### config.mk
export PLATFORM = sky130hd
export DESIGN_NAME = disp_scan_mux
export DESIGN_NICKNAME = d
export VERILOG_FILES = /design/src/rtl/disp_pkg.sv /design/src/rtl/refresh_tick.sv /design/src/rtl/disp_scan_mux.sv
export SDC_FILE = /design/constraint.sdc
export NUM_CORES = 1
export LEC_CHECK = 0
export ABC_AREA = 1
export BUFFER_PORTS_ARGS = -buffer_cell sky130_fd_sc_hd__buf_2
export CAP_MARGIN = 0
export CORE_ASPECT_RATIO = 0.9
export CORE_UTILIZATION = 60
export CTS_BUF_LIST = sky130_fd_sc_hd__clkbuf_8
export CTS_CLUSTER_DIAMETER = 40
export DETAILED_ROUTE_END_ITERATION = 8
export PLACE_DENSITY = 0.78
export SYNTH_ARGS = -nofsm -noshare
export SYNTH_HDL_FRONTEND = slang
export SYNTH_HIERARCHICAL = 1
export SYNTH_SLANG_ARGS = --single-unit
### constraint.sdc
create_clock -name clk -period 6.33 [get_ports clk]
set_input_delay 0.633 -clock clk [delete_from_list [all_inputs] [get_ports clk]]
set_output_delay 0.633 -clock clk [all_outputs]
set_load 0.02 [all_outputs]
### src/rtl/disp_pkg.sv
// Shared constants and helpers for the seven-segment scan multiplexer.
package disp_pkg;

    localparam logic [3:0]  BLANK_CODE = 4'hF;
    localparam logic [3:0]  AN_OFF     = 4'b1111;
    localparam int unsigned NUM_DIGITS = 4;
    localparam int unsigned IDX_W      = 2;

    typedef logic [IDX_W-1:0] idx_t;

    // Bit i (i >= 1) is set when nibbles i..3 of value are all zero, i.e. digit i
    // is a leading zero. Digit 0 is never flagged so a zero value still shows "0".
    function automatic logic [NUM_DIGITS-1:0] lz_mask(input logic [15:0] value);
        logic [NUM_DIGITS-1:0] m;
        logic                  zero_above;
        m          = '0;
        zero_above = 1'b1;
        for (int i = NUM_DIGITS - 1; i >= 1; i--) begin
            zero_above = zero_above & (value[4*i +: 4] == 4'h0);
            m[i]       = zero_above;
        end
        return m;
    endfunction

endpackage

### src/rtl/refresh_tick.sv
// Slot prescaler: counts 0..DIGIT_TICKS-1 and flags the last cycle of each slot.
module refresh_tick #(
    parameter int unsigned DIGIT_TICKS = 100000,
    parameter int unsigned GUARD_TICKS = 16
) (
    input  logic clk_i,
    input  logic rst_ni,
    output logic tick_o,
    output logic in_guard_o
);

    localparam int unsigned CntW = (DIGIT_TICKS > 1) ? $clog2(DIGIT_TICKS) : 1;
    localparam logic [CntW-1:0] CntMax   = CntW'(DIGIT_TICKS - 1);
    localparam logic [CntW-1:0] GuardVal = CntW'(GUARD_TICKS);

    logic [CntW-1:0] cnt_q, cnt_d;

    // Next count and tick; in_guard looks at the count the outputs will show after
    // this edge, so the registered anodes line up exactly with the guard window.
    always_comb begin
        tick_o     = (cnt_q == CntMax);
        cnt_d      = tick_o ? '0 : cnt_q + 1'b1;
        in_guard_o = (cnt_d < GuardVal);
    end

    // Prescaler register.
    always_ff @(posedge clk_i or negedge rst_ni) begin
        if (!rst_ni) begin
            cnt_q <= '0;
        end else begin
            cnt_q <= cnt_d;
        end
    end

endmodule

### src/rtl/disp_scan_mux.sv
// Time-multiplexed 4-digit common-anode display scanner with frame-aligned,
// double-buffered value updates, leading-zero suppression and anti-ghost guard.
module disp_scan_mux
    import disp_pkg::*;
#(
    parameter int unsigned DIGIT_TICKS = 100000,
    parameter int unsigned GUARD_TICKS = 16
) (
    input  logic        clk,
    input  logic        rst_n,
    input  logic [15:0] value_in,
    input  logic        load,
    input  logic [3:0]  digit_en,
    input  logic        lz_blank,
    output logic [3:0]  digit_out,
    output logic [3:0]  seg_an,
    output logic [1:0]  digit_idx,
    output logic        frame_start
);

    logic tick;
    logic in_guard;

    idx_t        idx_q, idx_d;
    logic [15:0] pending_q, pending_d;
    logic [15:0] shadow_q, shadow_d;
    logic [3:0]  dout_q, dout_d;
    logic [3:0]  an_q, an_d;
    logic        fs_q, fs_d;

    logic [NUM_DIGITS-1:0] blank_mask;
    logic                  blanked;

    refresh_tick #(
        .DIGIT_TICKS (DIGIT_TICKS),
        .GUARD_TICKS (GUARD_TICKS)
    ) u_refresh_tick (
        .clk_i      (clk),
        .rst_ni     (rst_n),
        .tick_o     (tick),
        .in_guard_o (in_guard)
    );

    // Slot advance and buffer commit; a load on the committing tick bypasses pending.
    always_comb begin
        idx_d     = idx_q;
        shadow_d  = shadow_q;
        pending_d = load ? value_in : pending_q;
        fs_d      = 1'b0;
        if (tick) begin
            idx_d = idx_q + 1'b1;
            if (idx_d == '0) begin
                shadow_d = load ? value_in : pending_q;
                fs_d     = 1'b1;
            end
        end
    end

    // Output decode from the post-edge slot state so digit and anode change together.
    always_comb begin
        blank_mask = ~digit_en | (lz_blank ? lz_mask(shadow_d) : '0);
        blanked    = blank_mask[idx_d];
        dout_d     = blanked ? BLANK_CODE : shadow_d[{idx_d, 2'b00} +: 4];
        an_d       = (in_guard || blanked) ? AN_OFF : ~(4'b0001 << idx_d);
    end

    // State and registered outputs; idx resets to 3 so the first tick opens a frame.
    always_ff @(posedge clk or negedge rst_n) begin
        if (!rst_n) begin
            idx_q     <= idx_t'(NUM_DIGITS - 1);
            pending_q <= 16'h0000;
            shadow_q  <= 16'h0000;
            dout_q    <= BLANK_CODE;
            an_q      <= AN_OFF;
            fs_q      <= 1'b0;
        end else begin
            idx_q     <= idx_d;
            pending_q <= pending_d;
            shadow_q  <= shadow_d;
            dout_q    <= dout_d;
            an_q      <= an_d;
            fs_q      <= fs_d;
        end
    end

    assign digit_out   = dout_q;
    assign seg_an      = an_q;
    assign digit_idx   = idx_q;
    assign frame_start = fs_q;

endmodule

# After elaboration in Yosys (flattened, before gate mapping)
# Cells that the tools add are included.
[totals]
reg_bits = 60
inputBits = 24
word_cells = 36
out_inout_bits = 11
[classes]
n_lt_le_gt_ge = 2
n_bitwise = 5
reduce_logical = 5
mux = 12
eq_ne = 1
shift = 2
n_addsub = 2
[ops]
columns = ["cell", "n"]
rows = [
  ["2-to-1 mux 16 bit", 3],
  ["adder 17 x 1 -> 17 bit (second input constant)", 1],
  ["equality test 17 bit (second input constant)", 1],
  ["< comparator 17 x 5 -> 1 bit (second input constant)", 1],
  ["2-to-1 mux 17 bit", 1],
  ["variable part select 16 x 5 -> 4 bit", 1],
  ["logical NOT 4 bit", 3],
  ["2-to-1 mux 4 bit", 3],
  ["inverter 4 bit", 2],
  ["bitwise OR 4 bit", 1],
  ["left shift 1 x 2 -> 4 bit (first input constant)", 1],
  ["< comparator 2 x 3 -> 1 bit (second input constant)", 1],
  ["2-to-1 mux 1 bit", 3],
  ["adder 2 x 1 -> 2 bit (second input constant)", 1],
  ["bitwise AND 1 bit", 2],
  ["binary-select mux 1 bit (select 2 bit)", 1],
  ["logical NOT 2 bit", 1],
  ["2-to-1 mux 2 bit", 1],
  ["logical OR 1 bit", 1],
]

# Longest topological paths before layout
# Gate-level depths: netlist of the first run.
[logic_depth]
depth_word = 13
depth_mapped = 18

# Hierarchy
# Netlist of the first run, hierarchy kept.
[by_module_without_submodules]
columns = ["mod", "cells_each", "seq_area_each_um2", "instances", "area_each_um2"]
rows = [
  ["disp_scan_mux", 203, 1088.5, 1, 1919.3],
  ["refresh_tick", 167, 425.4, 1, 1112.3],
]

# Worst setup path before layout of the first run
# OpenSTA, ideal clock, no wires.
[synth_path]
path_type = "reg2reg"
start = "register u_refresh_tick.cnt_q[0]"
end = "register an_q[1] (netlist: seg_an[1])"
path_stages_with_launch = 18
synth_period_minus_slack_ns = 2.194
setup_ns = 0.066
required_time_ns = 6.264
arrival_time_ns = 2.127
slack_ns = 4.136
path_cell_list = "dfrtp_1 > ha_1 > nand2_1 > inv_2 > nand2_1 > nor2_1 > nand2_2 > inv_1 > nand2_4 > clkinv_4 > buf_12 > o21ai_1 > nand2_2 > nor2_4 > nand2_2 > a21oi_4 > nor2_4 > nand4_1"
[synth_via]
elab_chain_len = 11
word_cells_on_any_way = 19
classes_between = "add/sub: 1; order compare: 1; eq/ne: 1; shift: 1; mux: 7; bitwise: 4; reduce/logical: 4"
[synth_rtl]
columns = ["item", "line", "rtl"]
rows = [
  ["start: declaration", "refresh_tick.sv:16", "logic [CntW-1:0] cnt_q, cnt_d;"],
  ["start signal: assignment", "refresh_tick.sv:31", "cnt_q <= cnt_d;"],
  ["equality test 17 bit *", "refresh_tick.sv:21", "tick_o = (cnt_q == CntMax);"],
  ["via tick", "disp_scan_mux.sv:21", "logic tick;"],
  ["2-to-1 mux 16 bit", "disp_scan_mux.sv:50", "if (tick) begin"],
  ["logical NOT 4 bit", "disp_pkg.sv:19", "zero_above = zero_above & (value[4*i +: 4] == 4'h0);"],
  ["bitwise AND 1 bit (2 in a row)", "disp_pkg.sv:19", ""],
  ["2-to-1 mux 4 bit", "disp_scan_mux.sv:61", "blank_mask = ~digit_en | (lz_blank ? lz_mask(shadow_d) : '0);"],
  ["bitwise OR 4 bit", "disp_scan_mux.sv:61", ""],
  ["binary-select mux 1 bit (select 2 bit)", "disp_scan_mux.sv:62", "blanked = blank_mask[idx_d];"],
  ["2-to-1 mux 1 bit (not written as such)", "disp_scan_mux.sv:62", ""],
  ["logical OR 1 bit", "disp_scan_mux.sv:64", "an_d = (in_guard || blanked) ? AN_OFF : ~(4'b0001 << idx_d);"],
  ["2-to-1 mux 4 bit *", "disp_scan_mux.sv:64", ""],
  ["via an_d[1]", "disp_scan_mux.sv:28", "logic [3:0] an_q, an_d;"],
  ["end signal: assignment", "disp_scan_mux.sv:81", "an_q <= an_d;"],
  ["end: declaration", "disp_scan_mux.sv:28", ""],
]
# Mark *: on every way through the listed nets, which the timed path passes. The rest lies on a longest branch. The select of a mux whose other input is x is not followed.

# Final worst setup path of the first run
[layout_path]
start = "register u_refresh_tick.cnt_q[0]"
end = "register dout_q[2] (netlist: digit_out[2])"
[layout_via]
elab_chain_len = 10
word_cells_on_any_way = 14
classes_between = "eq/ne: 1; shift: 1; mux: 6; bitwise: 3; reduce/logical: 3"
[layout_rtl]
columns = ["item", "line", "rtl"]
rows = [
  ["equality test 17 bit *", "refresh_tick.sv:21", ""],
  ["via tick", "disp_scan_mux.sv:21", ""],
  ["2-to-1 mux 16 bit", "disp_scan_mux.sv:50", ""],
  ["logical NOT 4 bit", "disp_pkg.sv:19", ""],
  ["bitwise AND 1 bit (2 in a row)", "disp_pkg.sv:19", ""],
  ["2-to-1 mux 4 bit", "disp_scan_mux.sv:61", ""],
  ["bitwise OR 4 bit", "disp_scan_mux.sv:61", ""],
  ["binary-select mux 1 bit (select 2 bit)", "disp_scan_mux.sv:62", ""],
  ["2-to-1 mux 1 bit (not written as such)", "disp_scan_mux.sv:62", ""],
  ["2-to-1 mux 4 bit *", "disp_scan_mux.sv:63", "dout_d = blanked ? BLANK_CODE : shadow_d[{idx_d, 2'b00} +: 4];"],
  ["via dout_d[2]", "disp_scan_mux.sv:27", "logic [3:0] dout_q, dout_d;"],
  ["end signal: assignment", "disp_scan_mux.sv:80", "dout_q <= dout_d;"],
  ["end: declaration", "disp_scan_mux.sv:27", ""],
]
# Marks and branches as above.

==> results of run 1 <==
layer usage:
metal  up-vias  global-route usage [%]  wire length, um
met5         -                       0                0
met4         0                    12.8              104
met3        12                    6.58              385
met2        74                    41.5             2960
met1      1112                    39.2             3020
li1       1242                       -                -
through the flow:
| stage | util (%) | hold WS [ps] | instance area [um^2] | total power (W) |
|---|---|---|---|---|
| CTS | 70.1 | 463 | 3410 | 0.000737 |
| global placement | 66.6 | 448 | 3240 | 0.000438 |
| floorplan | - | 337 | 3030 | 0.000420 |
| global route | 70.1 | 484 | 3410 | 0.000757 |
| detailed placement | 66.6 | 456 | 3240 | 0.000439 |
| finish | 70.1 | 436 | 3410 | 0.000730 |
synthesized netlist by cell type (all sizes together):
master,instances
a21oi,1
a31oi,4
mux2i,1
buf,5
inv,62
o21bai,3
xor2,1
nand3,27
clkinv,1
or2,1
xnor2,1
o21ai,10
nand4,10
dfstp,10
nor3,4
a22oi,8
nand2,127
nor2,42
dfrtp,50
ha,2
path summary, 6_finish.rpt:
path / from / end / slack, ps / cells past startpoint
worst max-delay path: u_refresh_tick/cnt_q[0] / digit_out[2] / 3710 / 17
worst min-delay path: rst_n / pending_q[9] / 440 / 2
worst max register to register: u_refresh_tick/cnt_q[0] / digit_out[2] / 3710 / 17
worst min register to register: pending_q[1] / pending_q[1] / 470 / 2
max in group asynchronous: rst_n / pending_q[5] / 5370 / 2
min in group clk: pending_q[1] / pending_q[1] / 470 / 2
area by class of cell:
class	count	area share, %
clock inverter	5	0.624
sequential	60	44.4
clock buffer	11	4.44
tap	65	2.38
inverter	63	7.15
multi-input combinational	242	35.8
timing repair buffer	35	5.21
power groups by stage:
stage / Sequential [W] / Combinational [W] / Clock, W
floorplan: 0.000403 / 0.0000172 / 0
global placement: 0.000403 / 0.0000350 / 0
detailed placement: 0.000403 / 0.0000357 / 0
CTS: 0.000396 / 0.0000358 / 0.000305
global route: 0.000397 / 0.0000407 / 0.000319
finish: 0.000396 / 0.0000353 / 0.000299
layout by cell type (no fill, tap or decap):
cell      netlist  final
dfrtp_1        50     50
nand2_1       114    114
nand3_2         7      7
dfstp_2        10     10
mux2i_1         1      1
nor2_1         35     35
xor2_1          1      1
inv_1          59     62
xnor2_1         1      1
a31oi_1         4      4
buf_2           2     34
inv_4           1      1
inv_2           2      2
buf_4           0      1
nor3_1          4      4
nand4_1        10     10
nor2_2          1      1
clkinv_2        0      2
nand3_1        20     20
nor2_4          6      6
nand2_4         2      2
nand2_2        11     11
ha_1            2      2
o21ai_0         3      3
o21ai_1         4      4
clkinv_4        1      1
o21bai_1        3      3
a21oi_4         1      1
or2_1           1      1
a22oi_1         8      8
clkbuf_8        0     11
o21ai_2         3      3
logic make-up (layout without fill, tap and decap cells):
family	after synthesis	after routing	synth area share, %
flops	60	60	49.9
xor+xnor	2	2	0.578
compound gates	26	26	6.11
buf+inv	68	114	9.78
simple gates	211	211	32.4
mux	1	1	0.330
fa+ha+maj	2	2	0.825
flip-flops by register name (all words and copies together), names as in the netlist:
name and cells:
pending_q 16, seg_an 4, digit_out 4, digit_idx 2
u_refresh_tick/cnt_q 17, shadow_q 16, frame_start 1
==> results.txt, run 1 <==
Synth area leader -> dfrtp_1
die outline height -> 69.4 um
Multi-input gate area -> 1220 um^2
clk sink count -> 60
worst slew pin tran -> 762 ps
minimum clock period -> 2620 ps
unrepaired setup endpoints after global routing -> no
Final Setup Violations -> 0
internal power -> 0.000562 W
Fin Setup TNS -> 0 ps
placed cell count -> 465
max frequency -> 0.382 GHz
clock slew at reported path FFs -> 70 ps
run status -> completed
required time worst endpoint -> 6600 ps
startpoint types -> flip-flop
Worst path top cell family by delay -> simple AND/OR/NAND/NOR gates
CTS HTree Levels -> 3
CP max-delay cell -> dfrtp_1
share of layout cells above drive strength 1 -> 22.4%
CTS tree -> done
switching pwr -> 0.000168 W
Max rail drop VDD -> 173 uV
clock power share -> 40.9%
initial antenna violation count -> 0
pre-CTS WS -> 3750 ps
clk root buf -> clkbuf_8
combinational share of power -> 4.8%
core area -> 4860 um^2
CP Buf/Inv Count -> 3
CTS Hold Bufs -> 0
number of setup buffers added after CTS -> 0
HPWL Detailed -> 4580 um
placer congestion estimate -> 0.860
maximum clock path buffer count -> 2
Hold Violations, Final -> 0
Via Count -> 2440
Pre-antenna DRT Iters -> 4
Worst Hold Class -> input pin to async pin
critical path class -> flip-flop to flip-flop
Final Non-Filler Cells -> 481
PortBufs -> 34
net count after synthesis -> 396
max cap viols -> 0
total die area -> 5340 um^2
Max FO, Critical Path -> 25
Sw Ratio -> 23.0%
largest net degree at the start of global routing -> 61
via count of the first global-routing pass -> 2374
Pwr Density -> 214 nW/um^2
CTS Buf Count -> 9
CP dominant cell by count -> nand2_1
Slew Limit Fails -> 0
vias per std cell -> 5.07
Syn Std Cell Area -> 3030 um^2
Slew headroom -> 49.2%
FP Rows -> 24
Reg area -> 1510 um^2
first-iteration detailed-routing DRC count -> 111
# IOs -> 35
final worst-path cycle share -> 41.4%
crit end category -> flip-flop
DRC -> 0
Arr. time, crit path -> 2890 ps
Final nets -> 437
post-route setup slack -> 3710 ps
average cell area after synthesis -> 8.19 um^2
sequential-to-total area share from yosys stat -> 49.9%
clk_lat worst skew -> 340 ps
chip width -> 76.9 um
antenna viol nets, final -> 0
library cells used by synthesis -> 31
Synth top area share -> 41.3%
Lkg Pwr -> 1.94 nW
antenna diode count -> 0
GRT Residual Overflow -> 0
GRT Total Usage -> 28.0%
Area contributors post-synth -> dfrtp_1 41%, nand2_1 14%, dfstp_2 8.7%
sequential power share -> 54.3%
synth-to-layout area growth -> 12.5%
synthesized flop and latch total -> 60
Fillers -> 401
critical path's largest stage delay -> 390 ps
Starting Density -> 62.3%
Post-Route Skew -> 6.90 ps
post-CTS sizing -> 0
first-pass GRT wire length -> 11400 um
Synth Instances -> 370
cell chain of the critical path -> ha_1, nand2_1, inv_2, nand2_1, nor2_1, nand2_2, inv_1, nand2_4, clkinv_4, nand3_1, nand2_1, nand3_1, nor2_1, nand2_2, a21oi_4, nor2_4, nand4_1
Post-Route WL -> 6470 um
synth warn -> 6
DR WL/cell -> 13.4 um
No activity file was read; power rests on OpenSTA's default activity.
==> run 2, diff against run 1 <==
--- a/config.mk
+++ b/config.mk
@@ -9,11 +9,11 @@
 export BUFFER_PORTS_ARGS = -buffer_cell sky130_fd_sc_hd__buf_2
 export CAP_MARGIN = 0
 export CORE_ASPECT_RATIO = 0.9
-export CORE_UTILIZATION = 60
+export CORE_UTILIZATION = 54
 export CTS_BUF_LIST = sky130_fd_sc_hd__clkbuf_8
 export CTS_CLUSTER_DIAMETER = 40
 export DETAILED_ROUTE_END_ITERATION = 8
-export PLACE_DENSITY = 0.78
+export PLACE_DENSITY = 0.74
 export SYNTH_ARGS = -nofsm -noshare
 export SYNTH_HDL_FRONTEND = slang
 export SYNTH_HIERARCHICAL = 1
==> constraint.sdc (replaced) <==
create_clock -name clk -period 2.4 [get_ports clk]
set_input_delay 0.24 -clock clk [delete_from_list [all_inputs] [get_ports clk]]
set_output_delay 0.24 -clock clk [all_outputs]
set_load 0.02 [all_outputs]
==> results.txt, run 2 (synthesis results as in run 1) <==
initial antenna violation count -> 0 (unchanged)
antenna diode count -> 0 (unchanged)
placer congestion estimate -> 0.860 (-0.10%)
startpoint types -> flip-flop
synth-to-layout area growth -> 15.4%
# IOs -> 35 (unchanged)
total die area -> 5920 um^2 (+11%)
Worst Hold Class -> input pin to flip-flop
FP Rows -> 25 (+4.2%)
run status -> completed
Pre-antenna DRT Iters -> 4 (unchanged)
first-pass GRT wire length -> 10800 um (-5.4%)
Final Util -> 65.8% (-4.3 points)
Arr. time, crit path -> 2510 ps (-380 ps)
GRT Total Usage -> 25.0% (-3.0 points)
Biggest register -> u_refresh_tick/cnt_q
clock slew at reported path FFs -> 60 ps (about the same)
pre-CTS WS -> 3.28 ps (-3750 ps)
Slew headroom -> 60.2% (+11 points)
CP max-delay cell -> dfrtp_1
CP dominant cell by count -> nand2_2
die outline height -> 73.1 um (+5.2%)
crit end category -> flip-flop
first-iteration detailed-routing DRC count -> 141 (+27%)
FF-to-FF path depth -> 17 (unchanged)
worst slew pin tran -> 598 ps (-164 ps)
Max FO, Critical Path -> 25 (unchanged)
DR WL/cell -> 13.4 um (-0.58%)
max cap viols -> 0 (unchanged)
Worst path top cell family by delay -> simple AND/OR/NAND/NOR gates
CTS Buf Count -> 9 (unchanged)
minimum clock period -> 2240 ps (-383 ps)
CTS HTree Levels -> 3 (unchanged)
Slew Limit Fails -> 0 (unchanged)
CTS tree -> done
highest-count cells in the layout ignoring fill and taps -> 113 x nand2_1, 62 x inv_1, 50 x dfrtp_1
core area -> 5320 um^2 (+9.3%)
WP depth -> 17 (unchanged)
vias per std cell -> 5.08 (+0.13%)
critical path's largest stage delay -> 390 ps (about the same)
final worst-path cycle share -> 93.2% (+52 points)
largest registers -> u_refresh_tick/cnt_q (17), pending_q (16), shadow_q (16)
largest net degree at the start of global routing -> 37 (-39%)
critical path class -> flip-flop to flip-flop
cell chain of the critical path -> ha_2, nand2_1, inv_2, nand2_2, nor2_2, nand2_2, inv_4, nand2_4, clkinv_8, nand3_1, nand2_1, nand3_2, nor2_2, nand2_2, a21oi_4, nor2_4, nand4_1
reg-to-reg slack, setup -> 160 ps (-3550 ps)
DRC -> 0 (unchanged)
clk root buf -> clkbuf_8
WHS Path Cells -> 3
max FFs per register -> 17 (unchanged)
Lkg Pwr -> 1.99 nW (+2.2%)
Fillers -> 472 (+18%)
Via Count -> 2489 (+2.0%)
Post-Route WL -> 6550 um (+1.3%)
antenna viol nets, final -> 0 (unchanged)
PortBufs -> 34 (unchanged)
chip width -> 81.0 um (+5.3%)
clk_lat worst skew -> 340 ps (about the same)
GRT Residual Overflow -> 0 (unchanged)
Pwr Density -> 544 nW/um^2 (+150%)
leading cell type in the layout, fill and taps excluded -> nand2_1
clk sink count -> 60 (unchanged)
CP Buf/Inv Count -> 3 (unchanged)
Final Setup Violations -> 0 (unchanged)
required time worst endpoint -> 2680 ps (-3920 ps)
via count of the first global-routing pass -> 2364 (-0.42%)
HPWL Detailed -> 4640 um (+1.3%)
max frequency -> 0.447 GHz (+17%)
share of layout cells above drive strength 1 -> 24.8% (+2.5 points)
post-route setup slack -> 164 ps (-3550 ps)
Hold Violations, Final -> 0 (unchanged)
maximum clock path buffer count -> 2 (unchanged)
Final nets -> 444 (+1.6%)
Post-Route Skew -> 8.51 ps (+1.61 ps)
Starting Density -> 57.0% (-5.3 points)
Max rail drop VDD -> 378 uV (+120%)
[run 2: final cells by class]
cell class	count	area (um^2)	share of cell area, %
repair buffers	42	245	7.01
well taps	67	83.8	2.40
clock inverters	6	25.0	0.715
multi-input cells	242	1240	35.4
inverters	63	254	7.26
flip-flops and latches	60	1510	43.3
clock buffers	10	138	3.93
[run 2: worst register-to-register path, delay by kind of cell, from the launching register on]
| kind | cells | cell delay (ps) |
|---|---|---|
| AO/OA/AOI/OAI | 1 | 150 |
| adder cells (fa/ha/maj) | 1 | 200 |
| buffers and inverters | 3 | 310 |
| flip-flops | 1 | 390 |
| AND/OR/NAND/NOR | 12 | 1110 |
[run 2: worst paths after layout]
path,startpoint,end
max in group asynchronous,rst_n,seg_an[3]
hold reg to reg,pending_q[3],pending_q[3]
setup / recovery,u_refresh_tick/cnt_q[0],seg_an[0]
setup reg to reg,u_refresh_tick/cnt_q[0],seg_an[0]
hold / removal,value_in[12],pending_q[12]
min in group asynchronous,rst_n,shadow_q[0]
[run 2: what timing repair did]
item / CTS / global route
buffers inserted: 0 / 2
endpoints found under the setup margin: 2 / 8
pin swaps: 0 / 3
gates resized for setup: 1 / 11
endpoints found under the hold margin: 23 / 0
hold buffers: 1 / 0
[run 2: layer usage]
metal  wire length (um)  track usage [%]
met5                  0                0
met4                 72             8.13
met3                404             8.25
met2               2860             38.1
met1               3210             33.6
[run 2: power by group]
| part | leakage (nW) | internal (W) | switching (W) |
|---|---|---|---|
| logic | 1.15 | 0.0000326 | 0.0000632 |
| clock network | 0.101 | 0.000384 | 0.000380 |
| registers | 0.734 | 0.00104 | 0.00000747 |
[run 2: through the flow]
stage / cells / area [um^2] / setup TNS (ps) / total power (W) / hold slack, ps
after floorplan: 370 / 3030 / 0 / 0.00111 / -55.6
after global placement: 471 / 3280 / 0 / 0.00116 / 280
after detailed placement: 471 / 3280 / 0 / 0.00116 / 286
after CTS: 488 / 3460 / 0 / 0.00193 / 111
after global routing: 490 / 3500 / -102 / 0.00198 / 123
final: 490 / 3500 / 0 / 0.00190 / 120
